[src/rtl/bf_pkg.sv]
// Shared definitions for the 16-lamp bound flasher.
//   bf_state_e : phase encoding (IDLE=0, S1..S6=1..6)
//   NUM_LAMPS  : number of lamp outputs
//   KB_LO/KB_HI: lit counts at which a kickback may be requested
//   MID        : lit count where the S4 -> S5 turnaround happens
//   therm()    : lit count -> thermometer-coded lamp vector
package bf_pkg;

    typedef enum logic [2:0] {
        IDLE = 3'd0,
        S1   = 3'd1,
        S2   = 3'd2,
        S3   = 3'd3,
        S4   = 3'd4,
        S5   = 3'd5,
        S6   = 3'd6
    } bf_state_e;

    localparam int NUM_LAMPS = 16;
    localparam int KB_LO     = 6;
    localparam int KB_HI     = 11;
    localparam int MID       = 5;
    localparam int N_W       = 5;

    function automatic logic [NUM_LAMPS-1:0] therm(input logic [N_W-1:0] n);
        logic [NUM_LAMPS-1:0] t;
        t = '0;
        for (int i = 0; i < NUM_LAMPS; i++) begin
            t[i] = (n > N_W'(i));
        end
        return t;
    endfunction

endpackage

[src/rtl/bf_step_prescaler.sv]
// Step-rate prescaler: asserts tick for one clk cycle every STEP_DIV cycles.
//   clk   in  system clock, rising edge
//   rst_n in  asynchronous active-low reset
//   tick  out step enable (constantly 1 when STEP_DIV == 1)
// Down-counter with terminal count at zero. It resets to zero, so the first
// cycle after reset release is already a tick.
module bf_step_prescaler #(
    parameter int STEP_DIV = 1
) (
    input  logic clk,
    input  logic rst_n,
    output logic tick
);

    localparam int CNT_W = (STEP_DIV > 1) ? $clog2(STEP_DIV) : 1;
    localparam logic [CNT_W-1:0] RELOAD = CNT_W'(STEP_DIV - 1);

    logic [CNT_W-1:0] cnt_q;

    assign tick = (cnt_q == '0);

    always_ff @(posedge clk or negedge rst_n) begin
        if (!rst_n) begin
            cnt_q <= '0;
        end else if (tick) begin
            cnt_q <= RELOAD;
        end else begin
            cnt_q <= cnt_q - 1'b1;
        end
    end

endmodule

[src/rtl/bound_flasher_sequencer.sv]
// Bound flasher sequencer: phase FSM plus lit-lamp count for 16 lamps.
//   clk     in  system clock, rising edge
//   rst_n   in  asynchronous active-low reset
//   flick   in  start / kickback request (clk-synchronous)
//   lamp    out thermometer code of the lit count N (registered)
//   state_o out current phase
//   busy    out 1 whenever the phase is not IDLE
//
// state | meaning
// IDLE  | all lamps off, waiting for flick
// S1    | lighting up to lamp5 (N 1..6)
// S2    | turning off down to 0
// S3    | lighting up to lamp10, kickback to S2 at N=6 or N=11
// S4    | turning off down to lamp5
// S5    | lighting up to lamp15, kickback to S4 at N=11
// S6    | turning off down to 0, then back to IDLE
module bound_flasher_sequencer
    import bf_pkg::*;
#(
    parameter int STEP_DIV = 1
) (
    input  logic                 clk,
    input  logic                 rst_n,
    input  logic                 flick,
    output logic [NUM_LAMPS-1:0] lamp,
    output logic [2:0]           state_o,
    output logic                 busy
);

    localparam logic [N_W-1:0] N_ZERO  = '0;
    localparam logic [N_W-1:0] N_ONE   = N_W'(1);
    localparam logic [N_W-1:0] N_MID   = N_W'(MID);
    localparam logic [N_W-1:0] N_KB_LO = N_W'(KB_LO);
    localparam logic [N_W-1:0] N_KB_HI = N_W'(KB_HI);
    localparam logic [N_W-1:0] N_FULL  = N_W'(NUM_LAMPS);

    logic            tick;
    bf_state_e       state_q;
    bf_state_e       state_nxt;
    logic [N_W-1:0]  n_q;
    logic [N_W-1:0]  n_nxt;

    bf_step_prescaler #(
        .STEP_DIV (STEP_DIV)
    ) u_prescaler (
        .clk   (clk),
        .rst_n (rst_n),
        .tick  (tick)
    );

    // A phase exit already takes the first step of the following phase, so
    // every non-IDLE tick moves N by exactly one.
    always_comb begin
        state_nxt = state_q;
        n_nxt     = n_q;
        if (tick) begin
            case (state_q)
                IDLE: begin
                    if (flick) begin
                        state_nxt = S1;
                        n_nxt     = N_ONE;
                    end else begin
                        n_nxt = N_ZERO;
                    end
                end
                S1: begin
                    if (n_q == N_KB_LO) begin
                        state_nxt = S2;
                        n_nxt     = n_q - 1'b1;
                    end else begin
                        n_nxt = n_q + 1'b1;
                    end
                end
                S2: begin
                    if (n_q == N_ZERO) begin
                        state_nxt = S3;
                        n_nxt     = N_ONE;
                    end else begin
                        n_nxt = n_q - 1'b1;
                    end
                end
                S3: begin
                    if (flick && (n_q == N_KB_LO || n_q == N_KB_HI)) begin
                        state_nxt = S2;
                        n_nxt     = n_q - 1'b1;
                    end else if (n_q == N_KB_HI) begin
                        state_nxt = S4;
                        n_nxt     = n_q - 1'b1;
                    end else begin
                        n_nxt = n_q + 1'b1;
                    end
                end
                S4: begin
                    if (n_q == N_MID) begin
                        state_nxt = S5;
                        n_nxt     = n_q + 1'b1;
                    end else begin
                        n_nxt = n_q - 1'b1;
                    end
                end
                S5: begin
                    if (flick && n_q == N_KB_HI) begin
                        state_nxt = S4;
                        n_nxt     = n_q - 1'b1;
                    end else if (n_q == N_FULL) begin
                        state_nxt = S6;
                        n_nxt     = n_q - 1'b1;
                    end else begin
                        n_nxt = n_q + 1'b1;
                    end
                end
                S6: begin
                    if (n_q == N_ZERO) begin
                        state_nxt = IDLE;
                    end else begin
                        n_nxt = n_q - 1'b1;
                    end
                end
                default: begin
                    // unused code: recover to a clean IDLE
                    state_nxt = IDLE;
                    n_nxt     = N_ZERO;
                end
            endcase
        end
    end

    // lamp is decoded from n_nxt so it lands in the same edge as N itself.
    always_ff @(posedge clk or negedge rst_n) begin
        if (!rst_n) begin
            state_q <= IDLE;
            n_q     <= N_ZERO;
            lamp    <= '0;
        end else begin
            state_q <= state_nxt;
            n_q     <= n_nxt;
            lamp    <= therm(n_nxt);
        end
    end

    assign state_o = state_q;
    assign busy    = (state_q != IDLE);

endmodule
[config.mk]
export PLATFORM = sky130hd
export DESIGN_NAME = bound_flasher_sequencer
export DESIGN_NICKNAME = d
export VERILOG_FILES = /design/src/rtl/bf_pkg.sv /design/src/rtl/bf_step_prescaler.sv /design/src/rtl/bound_flasher_sequencer.sv
export SDC_FILE = /design/constraint.sdc
export NUM_CORES = 1
export LEC_CHECK = 0
export ABC_AREA = 0
export BUFFER_PORTS_ARGS = -buffer_cell sky130_fd_sc_hd__buf_2
export CAP_MARGIN = 40
export CORE_UTILIZATION = 40
export CTS_CLUSTER_DIAMETER = 150
export DETAILED_ROUTE_END_ITERATION = 8
export GPL_ROUTABILITY_DRIVEN = 0
export GPL_TIMING_DRIVEN = 0
export HOLD_SLACK_MARGIN = 0.08
export PLACE_DENSITY_LB_ADDON = 0.05
export SLEW_MARGIN = 0
export SYNTH_ARGS = -nofsm -noshare
export SYNTH_HDL_FRONTEND = slang
export SYNTH_SLANG_ARGS = --single-unit
[constraint.sdc]
create_clock -name clk -period 5.1 [get_ports clk]
set_input_delay 0.51 -clock clk [delete_from_list [all_inputs] [get_ports clk]]
set_output_delay 0.51 -clock clk [all_outputs]
set_load 0.005 [all_outputs]
==> results.toml, run 1 <==
[floorplanning]
pin_count = 23
die_x_um = 65.3
die_y_um = 65.3
initial_core_util = 0.428
rows = 22
dieArea_um2 = 4260
core_um2 = 3740

[placement]
post-dp-hpwl_mm = 2.90
pre_cts_ws_ns = 2.19
portBuffers = 22

[sta]
timing.fmax_ghz = 0.344
layout_setup_ws_ns = 2.19
slew_headroom = 0.657
finalSetupViolCount = 0
fin_skew_ns = 0.00342
worst_pin_slew_ns = 0.514
finalSetupTns_ns = 0
rsz0062_at_grt = "false"
slew_violations = 0
final_hold_viol_count = 0
period_needed_ns = 2.91
fin_crit_sh = 0.570

[pwr]
leakagePower_uw = 0.000794
p_int_uw = 735
p_clk_frac = 0.090
switching_power_uw = 648
peakVddDrop_mv = 0.331
power.total_uw = 1380
p_seq_frac = 0.256
powerDensity_nw_per_um2 = 757
combPwrFrac = 0.655
switching_share = 0.469

[hold_path]
hold_class = "input port to asynchronous set/reset pin"

[clock_network]
clkTransAtPathRegs_ns = 0.08
post_cts_resized = 0
h-tree-depth = 1
cts.hold.buffers_added = 0
clk_path_buf_depth = 2
cts_setup_buffers = 0
cts_tree = "built"
clkSinkCount = 24
cts_buffers = 3
cts_root_buffer = "clkbuf_8"
clock_latency_ns = 0.26

[setup_path]
cp-start-kind = "flip-flop"
worstSetupEndpointType = "flip-flop"
regToRegStartpoint = "n_q[0]"
r2r-end = "lamp[0]"
ff2ff_setup_slack_ns = 2.19
path_class = "flip-flop to flip-flop"
critPathMaxFanout = 10
critPathRequiredTime_ns = 5.24
crit_chain = "inv_1, ha_1, nor4b_4, nor2_2, o31ai_1, and4_1, buf_6, inv_6, nor4_4, nand3_1"
worstRegToRegCells = 10
slowest_delay_ns = 0.50
cp_num_buf_inv = 3
path_delay_family = "simple AND/OR/NAND/NOR gates"
slowest_stage = "dfrtp_1"
worstPathArrival_ns = 3.05

[synth]
synth_seq_cells = 24
ys.warnings.count = 0
seq_area_frac_synth = 0.375
synth_nets = 177
synth-main-ff-cell = "dfrtp_1"
synth.distinct_cells = 55
synthCells = 169
synthArstFlopShare = 1.00
synth.avg_cell_area_um2 = 9.48
synthesis.area_um2 = 1600
synth_edf_count = 0

[cells_and_area]
final_cell_mix = "buf_2 (27), dfrtp_1 (24), nand3_1 (12)"
fin_nets = 204
syn_to_final_growth_pct = 14.1
diodes = 0
final_common_cell = "buf_2"
drive_gt1_frac = 0.251
regArea_um2 = 601
fillers = 387
multiInputGateArea_um2 = 888

[drt]
wl_per_cell_um = 15.5
ant_nets = 0
vias_per_cell = 5.73
drt_iter0_markers = 69
drc = 0
first_pass_iters = 4
wirelength_mm = 3.76
via_count = 1392

[grt]
grt_pass1_wl_mm = 6.53
grt_usage = 0.200
antenna_found_initial = 0
grt-ovfl-total = 0
grt_pass1_vias = 1390
grt_max_degree = 25

[outcome]
status = "completed"

[job]
drv_cap = 0
[flip-flops by register name, summed over array words and instances, names as in the netlist]
name     count
lamp        16
state_o      3
n_q          5
[cells by family (layout without fill, tap and decap cells)]
family                     after synthesis  after routing  synth area share
AOI/OAI and AO/OA                       48             48             0.220
xor gates and xnor gates                 4              4            0.0219
adders and majority gates                5              5            0.0391
buffers and inverters                   22             48            0.0703
DFF                                     24             24             0.375
muxes                                    2              2            0.0125
and+or+nand+nor                         64             64             0.262
[Yosys cell counts, types with 2 or more instances]
cell type | count | share of area
nand4b_1 | 2 | 0.011
a21o_1 | 2 | 0.0094
o21ai_1 | 5 | 0.016
nand3b_1 | 5 | 0.023
o21ai_0 | 9 | 0.028
or3b_2 | 2 | 0.011
ha_1 | 5 | 0.039
mux2i_1 | 2 | 0.013
or3_1 | 2 | 0.0078
nor2b_1 | 5 | 0.020
a32o_1 | 2 | 0.013
o31ai_1 | 4 | 0.019
a21oi_2 | 2 | 0.011
o32a_1 | 4 | 0.025
nor2_1 | 9 | 0.021
inv_1 | 10 | 0.023
o211ai_1 | 2 | 0.0094
buf_2 | 5 | 0.016
nand3_1 | 12 | 0.038
nand2b_1 | 4 | 0.016
buf_4 | 3 | 0.014
nand2_1 | 6 | 0.014
xnor2_1 | 3 | 0.016
dfrtp_1 | 24 | 0.38
nor3_1 | 3 | 0.0094
a21oi_1 | 6 | 0.019
clkbuf_1 | 2 | 0.0047
or4_1 | 2 | 0.0094
[area by class of cell]
| type | instances | share of cell area |
|---|---|---|
| plain buffers | 11 | 0.0363 |
| inverters | 11 | 0.0253 |
| repair buffers | 22 | 0.0603 |
| multi-input cells | 123 | 0.486 |
| clock buffers | 4 | 0.0301 |
| flip-flops and latches | 24 | 0.329 |
| well taps | 48 | 0.0329 |
[stage by stage]
step | util | instance area, µm² | instances | hold slack [ns]
2_1_floorplan | - | 1600 | 169 | 0.214
3_3_place_gp | 0.473 | 1770 | 239 | 0.500
3_5_place_dp | 0.473 | 1770 | 239 | 0.516
4_1_cts | 0.488 | 1830 | 243 | 0.225
5_1_grt | 0.488 | 1830 | 243 | 0.248
6_report | 0.488 | 1830 | 243 | 0.215
[power by group through the flow]
stage	sequential [µW]	combinational [µW]	clock [µW]
after detailed placement	356	909	0
after floorplan	355	663	0
after global placement	352	890	0
after global routing	365	1010	138
final	354	905	124
after CTS	353	912	129
[layer usage]
metal / wire (µm) / global-route usage / up-vias
met1: 1830 / 0.273 / 680
met2: 1680 / 0.314 / 30
met4: 78 / 0.0707 / 0
met3: 172 / 0.0347 / 8
li1: - / - / 674
met5: 0 / 0 / -
[how the worst max path moves through the flow]
stage                     startpoint        to  slack (ns)  cells past startpoint
final                         n_q[0]   lamp[0]        2.19                     10
after global routing          n_q[0]   lamp[8]        2.00                     10
after CTS                     n_q[0]  lamp[14]        2.17                      9
after detailed placement      n_q[0]   lamp[2]        2.19                     11
after global placement        n_q[0]   lamp[2]        2.24                     11
after floorplan               n_q[0]   lamp[2]        2.68                     11
Power figures use the tool's default switching activity.
==> run 2: changes to the inputs <==
clock period = 2.92 ns   (was 5.1 ns; I/O delays follow)
==> results.toml, run 2 (synthesis gave the netlist of run 1 again) <==
[grt]
grt_pass1_vias = 1404
grt_max_degree = 25
grt_pass1_wl_mm = 6.58
grt-ovfl-total = 0
grt_usage = 0.201
antenna_found_initial = 0

[cells_and_area]
final_common_cell = "buf_2"
final_cell_mix = "buf_2 (27), dfrtp_1 (24), nand3_1 (12)"
largest_register_ffs = 16
top_register = "lamp"
diodes = 0
drive_gt1_frac = 0.263
fin_nets = 207
syn_to_final_growth_pct = 15.8
post-route-util = 0.495
fillers = 386

[setup_path]
cp-start-kind = "flip-flop"
worstSetupEndpointType = "flip-flop"
slowest_delay_ns = 0.50
slowest_stage = "dfrtp_1"
ff2ff_setup_slack_ns = 0.27
worst_path_most_repeated_cell = "inv_1"
r2r-end = "lamp[2]"
path_delay_family = "adder cells"
regToRegStartpoint = "n_q[0]"
worstRegToRegCells = 12
cp_num_buf_inv = 4
critPathMaxFanout = 10
path_class = "flip-flop to flip-flop"
crit_chain = "inv_1, ha_2, nor4b_4, buf_4, inv_1, ha_1, inv_1, nor2_1, o32a_1, and2_1, a211oi_2, nand3_1"
worstPathArrival_ns = 2.79
critPathRequiredTime_ns = 3.06
cp.depth = 12

[pwr]
peakVddDrop_mv = 0.580
leakagePower_uw = 0.000807
powerDensity_nw_per_um2 = 1320

[sta]
rsz0062_at_grt = "false"
period_needed_ns = 2.65
fin_crit_sh = 0.908
worst_pin_slew_ns = 0.518
final_hold_viol_count = 0
slew_violations = 0
finalSetupViolCount = 0
finalSetupTns_ns = 0
timing.fmax_ghz = 0.377
fin_skew_ns = 0.00339
slew_headroom = 0.655

[drt]
vias_per_cell = 5.67
drt_iter0_markers = 75
wirelength_mm = 3.77
wl_per_cell_um = 15.3
ant_nets = 0
via_count = 1396
drc = 0
first_pass_iters = 4

[clock_network]
cts_root_buffer = "clkbuf_8"
clock_latency_ns = 0.26
clkSinkCount = 24
clk_path_buf_depth = 2
cts_tree = "built"
h-tree-depth = 1
cts_buffers = 3
clkTransAtPathRegs_ns = 0.08

[floorplanning]
rows = 22
die_y_um = 65.3
dieArea_um2 = 4260
core_um2 = 3740
die_x_um = 65.3
initial_core_util = 0.428
pin_count = 23

[job]
drv_cap = 0

[placement]
portBuffers = 22
post-dp-hpwl_mm = 2.90

[outcome]
status = "completed"

[hold_path]
hold_class = "input port to asynchronous set/reset pin"
[run 2: cell types whose count changed in the layout (fill, tap and decap cells not counted), sizes merged]
cell	delta
buf	+2
dlygate4sd3	+1
[run 2: layer usage]
layer,global-route usage,share of wire
met5,0,0
met4,0.0707,0.018
met3,0.0347,0.050
met2,0.318,0.45
met1,0.273,0.48
[run 2: worst reg2reg max path: stages (launching register included)]
cell and delay (ns):
dfrtp_1 0.50, inv_1 0.15, ha_2 0.28, nor4b_4 0.21
buf_4 0.18, inv_1 0.05, ha_1 0.26, inv_1 0.05
nor2_1 0.03, o32a_1 0.28, and2_1 0.19, a211oi_2 0.24
nand3_1 0.11
[run 2: final cells by class]
type / count / area (µm²) / share of cell area
Buffer: 11 / 66.3 / 0.0358
Clock buffer: 4 / 55.1 / 0.0297
Inverter: 11 / 46.3 / 0.0250
Multi-Input combinational cell: 123 / 891 / 0.480
Sequential cell: 24 / 601 / 0.324
Tap cell: 48 / 60.1 / 0.0324
Timing Repair Buffer: 25 / 135 / 0.0729
[run 2: stage by stage]
step	worst slack (ns)	instance area, µm²	power, µW	std cells	hold WS (ns)
after detailed placement	0.00525	1770	2210	239	0.298
after global placement	0.0567	1770	2170	239	0.282
after global routing	0.0655	1850	2680	246	0.562
after floorplan	0.500	1600	1780	169	-0.00359
final	0.267	1850	2440	246	0.547
after CTS	0.154	1850	2460	246	0.540
[run 2: what timing repair did]
item / in CTS / in global routing
buffers inserted: 2 / 0
gates resized for setup: 0 / 1
hold buffers: 1 / 0
endpoints found under the setup margin: 2 / 2
endpoints found under the hold margin: 24 / 0
[run 2: where the power goes]
group          switching [µW]  total (µW)  internal (µW)
Clock                    95.8         216            120
Combinational             924        1610            684
Sequential                116         618            502
Total                    1140        2440           1310
[run 2: worst max-delay path by stage]
stage | start | slack [ns] | endpoint
finish | n_q[0] | 0.27 | lamp[2]
CTS | n_q[0] | 0.15 | lamp[2]
floorplan | n_q[0] | 0.50 | lamp[2]
detailed placement | n_q[0] | 0.005 | lamp[2]
global route | n_q[0] | 0.07 | lamp[6]
global placement | n_q[0] | 0.06 | lamp[2]
